### src/rtl/batch_sequencer.sv
// Batch-cycle control for the control-bounded filter datapath: sample counters,
// 4-phase buffer rotation, RAM write strobes and output qualification on one clock.
module batch_sequencer #(
    parameter int depth = 32,
    parameter int OSR   = 2,
    localparam int DS   = depth / OSR,
    localparam int AW   = $clog2(depth),
    localparam int DW   = (DS > 1) ? $clog2(DS) : 1
) (
    input  logic          clk,
    input  logic          rst,
    input  logic          in_valid,
    input  logic          flush,
    output logic [AW-1:0] bat_cnt,
    output logic [AW-1:0] bat_cnt_rev,
    output logic [DW-1:0] down_cnt,
    output logic [DW-1:0] down_cnt_rev,
    output logic          ds_en,
    output logic [1:0]    cycle,
    output logic [3:0]    sample_we,
    output logic          calc_bank,
    output logic          lh_rst_n,
    output logic          batch_end,
    output logic          out_valid,
    output logic          busy
);

    if (depth < 4 || (depth & (depth - 1)) != 0) begin : g_bad_depth
        $error("batch_sequencer: depth must be a power of two >= 4");
    end
    if (OSR < 1 || (depth % OSR) != 0) begin : g_bad_osr
        $error("batch_sequencer: OSR must divide depth");
    end

    localparam int OW = (OSR > 1) ? $clog2(OSR) : 1;

    localparam logic [AW-1:0] BAT_MAX  = AW'(depth - 1);
    localparam logic [DW-1:0] DOWN_MAX = DW'(DS - 1);
    localparam logic [OW-1:0] OSR_MAX  = OW'(OSR - 1);

    localparam logic [1:0] IDLE = 2'd0;
    localparam logic [1:0] FILL = 2'd1;
    localparam logic [1:0] RUN  = 2'd2;

    logic [1:0]    state;
    logic [1:0]    fill_cnt;
    logic [OW-1:0] osr_cnt;
    logic          accepted;
    logic          osr_last;

    // A flushed sample is dropped outright, so every strobe derives from accepted.
    assign accepted  = in_valid && !flush;
    assign osr_last  = (osr_cnt == OSR_MAX);
    assign ds_en     = accepted && osr_last;
    assign batch_end = accepted && (bat_cnt == BAT_MAX);
    assign sample_we = ds_en ? (4'b0001 << cycle) : 4'b0000;
    assign calc_bank = cycle[0];
    assign lh_rst_n  = !batch_end;
    assign out_valid = ds_en && (state == RUN);
    assign busy      = (state != IDLE);

    always_ff @(posedge clk or negedge rst) begin
        if (!rst) begin
            osr_cnt      <= '0;
            bat_cnt      <= '0;
            bat_cnt_rev  <= BAT_MAX;
            down_cnt     <= '0;
            down_cnt_rev <= DOWN_MAX;
            cycle        <= 2'd0;
        end else if (flush) begin
            osr_cnt      <= '0;
            bat_cnt      <= '0;
            bat_cnt_rev  <= BAT_MAX;
            down_cnt     <= '0;
            down_cnt_rev <= DOWN_MAX;
            cycle        <= 2'd0;
        end else if (accepted) begin
            osr_cnt     <= osr_last ? '0 : osr_cnt + 1'b1;
            bat_cnt     <= bat_cnt + 1'b1;
            bat_cnt_rev <= bat_cnt_rev - 1'b1;
            if (ds_en) begin
                // DS may be 1, so wrap explicitly rather than relying on overflow.
                down_cnt     <= (down_cnt == DOWN_MAX) ? '0 : down_cnt + 1'b1;
                down_cnt_rev <= (down_cnt_rev == '0) ? DOWN_MAX : down_cnt_rev - 1'b1;
            end
            if (batch_end) begin
                cycle <= cycle + 2'd1;
            end
        end
    end

    // Three completed batches fill the lookahead buffers before results are valid.
    always_ff @(posedge clk or negedge rst) begin
        if (!rst) begin
            state    <= IDLE;
            fill_cnt <= 2'd0;
        end else if (flush) begin
            state    <= IDLE;
            fill_cnt <= 2'd0;
        end else if (accepted) begin
            case (state)
                IDLE: state <= FILL;
                FILL: begin
                    if (batch_end) begin
                        if (fill_cnt == 2'd2) begin
                            state    <= RUN;
                            fill_cnt <= 2'd0;
                        end else begin
                            fill_cnt <= fill_cnt + 2'd1;
                        end
                    end
                end
                RUN:     state <= RUN;
                default: state <= IDLE;
            endcase
        end
    end

endmodule
### config.mk
export PLATFORM = sky130hd
export DESIGN_NAME = batch_sequencer
export DESIGN_NICKNAME = d
export VERILOG_FILES = /design/src/rtl/batch_sequencer.sv
export SDC_FILE = /design/constraint.sdc
export NUM_CORES = 1
export LEC_CHECK = 0
export BUFFER_PORTS_ARGS = -buffer_cell sky130_fd_sc_hd__buf_2
export CORE_ASPECT_RATIO = 0.75
export CORE_MARGIN = 2
export CORE_UTILIZATION = 45
export DETAILED_ROUTE_END_ITERATION = 8
export HOLD_SLACK_MARGIN = 0.15
export PLACE_DENSITY = 0.69
export SETUP_SLACK_MARGIN = 0.05
export SLEW_MARGIN = 20
export SYNTH_ARGS = -nofsm -noshare
export SYNTH_HDL_FRONTEND = slang
export SYNTH_SLANG_ARGS = --single-unit
### constraint.sdc
create_clock -name clk -period 2.85 [get_ports clk]
set_input_delay 0.4275 -clock clk [delete_from_list [all_inputs] [get_ports clk]]
set_output_delay 0.4275 -clock clk [all_outputs]
set_load 0.005 [all_outputs]
==> impl_metrics.tcl <==
set metrics [dict create \
    initial_utilization_pct 47.52 \
    hold_class "in -> async" \
    path_cells "ha_1 > and3_1 > ha_1 > nand2_1 > or2_2 > inv_1 > buf_2" \
    post-cts-setup-buffers 0 \
    ys_seq_area_share_pct 45.33 \
    hold_buffers 0 \
    ant_nets 0 \
    cp-end-kind "primary output" \
    setup-tns-final_ps 0 \
    dieArea_um2 3590 \
    path_max_fanout 4 \
    clock_sinks 25 \
    die_w_um 68.53 \
    fin_crit_sh_pct 79.81 \
    cap_viol_max_count 0 \
    grt_pass1_vias 985 \
    vias 1035 \
    io_buffers 33 \
    gp_congestion 0.7873 \
    synth_cell_type_count 33 \
    netlist_area_um2 1405 \
    finalPower_uw 685.7 \
    required_ps 2420 \
    fmax_mhz 439.7 \
    fp.dieH_um 52.39 \
    firstDrtPassIters 4 \
    cts.clk_slew.worst_paths_ps 80 \
    grt_setup_unrepaired "false" \
    cts_made_buffers 3 \
    drt-vias-per-instance 4.976 \
    start_kind "flip-flop" \
    cp_common_cell "ha_1" \
    grt_max_degree 31 \
    cts_root_buffer "clkbuf_8" \
    critPathBufInv 2 \
    synthMostInstantiatedCell "dfrtp_1" \
    synth_top_cell_by_area "dfrtp_1" \
    synthCells 140 \
    timing.final.crit_period_ps 2275 \
    whs_ps 146.7 \
    clock_path_buffers 2 \
    grt_pass1_wl_mm 4.305 \
    fillers 281 \
    syn-mean-instance-area_um2 10.04 \
    final_util_pct 54.76 \
    worstSetupPathType "reg -> out" \
    dominantRegCellSynth "dfrtp_1" \
    fin_skew_ps 5.544 \
    clock_latency_ps 260 \
    htreeDepth 1 \
    drive_gt1_share_pct 28.82 \
    critPathMaxStageDelay_ps 430 \
    drv_slew 0 \
    dpl.hpwl_mm 1.866 \
    hold_viol_final 0 \
    rows 17 \
    route.detailed.drc 0 \
    placed_area_um2 1573 \
    setup_viol 0 \
    area_growth_pct 15.23 \
    slew_headroom_pct 63.32 \
    status "finished clean" \
    fp.coreArea_um2 2957 \
    gr-total-overflow 0 \
    grt_usage_pct 16.13 \
    nets 187 \
    p_leak_uw 0.0008167 \
    cts_tree "done" \
    ios 34 \
    async_flop_share_pct 100.0 \
    ys_ff_latch 25 \
    antenna_found_initial 0 \
    synth_top_cells_by_area "dfrtp_1, dfstp_2, ha_1, nand2b_1, xnor2_1" \
    synth_edf_count 0 \
    cts_resized 0 \
    synth_fp_nets 156 \
    yosys-top-cells-count "dfrtp_1, ha_1, nor2_1" \
    ir_worst_vdd_uv 420.2 \
    slowest_stage "dfrtp_1" \
    drtIter0Drc 24 \
    crit_family "simple AND/OR/NAND/NOR gates" \
    routed_wl_mm 2.611 \
    antennaDiodeCount 0 \
    p_per_area_nw_per_um2 423.5 \
    arrival_ps 1850 \
    wl_per_cell_um 12.55 \
    synth.top_cell.area_share_pct 28.50 \
    stdcell_area_um2 1619 \
    worst_slew_pin_slew_ps 550.2 \
    synth_warnings 0 \
]
[final cells by class]
class / count / area, um^2 / share of cell area [%]
inverters: 10 / 37.54 / 2.318
multi-input cells: 98 / 685.7 / 42.35
repair buffers: 33 / 165.2 / 10.20
flip-flops and latches: 25 / 636.9 / 39.34
well taps: 38 / 47.55 / 2.937
clock inverters: 1 / 5.005 / 0.3091
clock buffers: 3 / 41.29 / 2.550
[path summary, 6_finish.rpt]
| check | startpoint | to | slack (ps) | depth (start not counted) |
|---|---|---|---|---|
| max | bat_cnt[0] | batch_end | 580 | 7 |
| min | rst | state[1] | 150 | 1 |
| max reg2reg | bat_cnt[0] | fill_cnt[1] | 1110 | 6 |
| min reg2reg | down_cnt_rev[3] | down_cnt_rev[3] | 540 | 2 |
| max in group asynchronous | rst | bat_cnt_rev[3] | 2330 | 1 |
| min in group clk | down_cnt_rev[3] | down_cnt_rev[3] | 540 | 2 |
[placed cells by master, fill, tap and decap left out, types with 2 or more instances in the layout]
master / instances
mux2i_1: 4
dfrtp_1: 16
or3_1: 2
a21oi_1: 8
ha_1: 12
nor2_1: 12
dfstp_2: 9
nand3_1: 5
xor2_1: 4
and2_1: 5
buf_2: 33
o21ai_0: 3
inv_1: 10
nand2_1: 10
clkbuf_8: 3
nand2b_1: 10
and3_1: 2
xnor2_1: 7
[registers in the layout, summed over array words and instances (netlist names)]
register	count
state	2
down_cnt	4
bat_cnt	5
down_cnt_rev	4
bat_cnt_rev	5
fill_cnt	2
cycle	2
osr_cnt	1
[power by group]
group / internal, uW / total, uW / switching [uW]
clock network: 97.4 / 201 / 104
registers: 374 / 392 / 17.7
logic: 40.2 / 92.9 / 52.7
[per-stage QoR]
step                      instances  setup WS [ps]
after floorplan                 140           1078
after global routing            208          451.3
after CTS                       208          561.1
final                           208          575.5
after global placement          204          841.1
after detailed placement        204          770.1
[cell families after synthesis]
group | Yosys count | share of synthesized area (%)
buf+inv | 17 | 5.877
xor+xnor | 11 | 6.856
compound gates | 16 | 6.946
mux | 4 | 2.850
flops | 25 | 45.32
simple gates | 55 | 21.46
fa+ha+maj | 12 | 10.69
[routing by layer]
layer	vias to the layer above	share of wire [%]	GRT usage [%]
met3	2	4.1	4.516
met5	-	0	0
met2	18	47	26.92
li1	517	-	-
met4	0	0.38	4.333
met1	498	49	20.41
No activity file was read; power rests on OpenSTA's default activity.
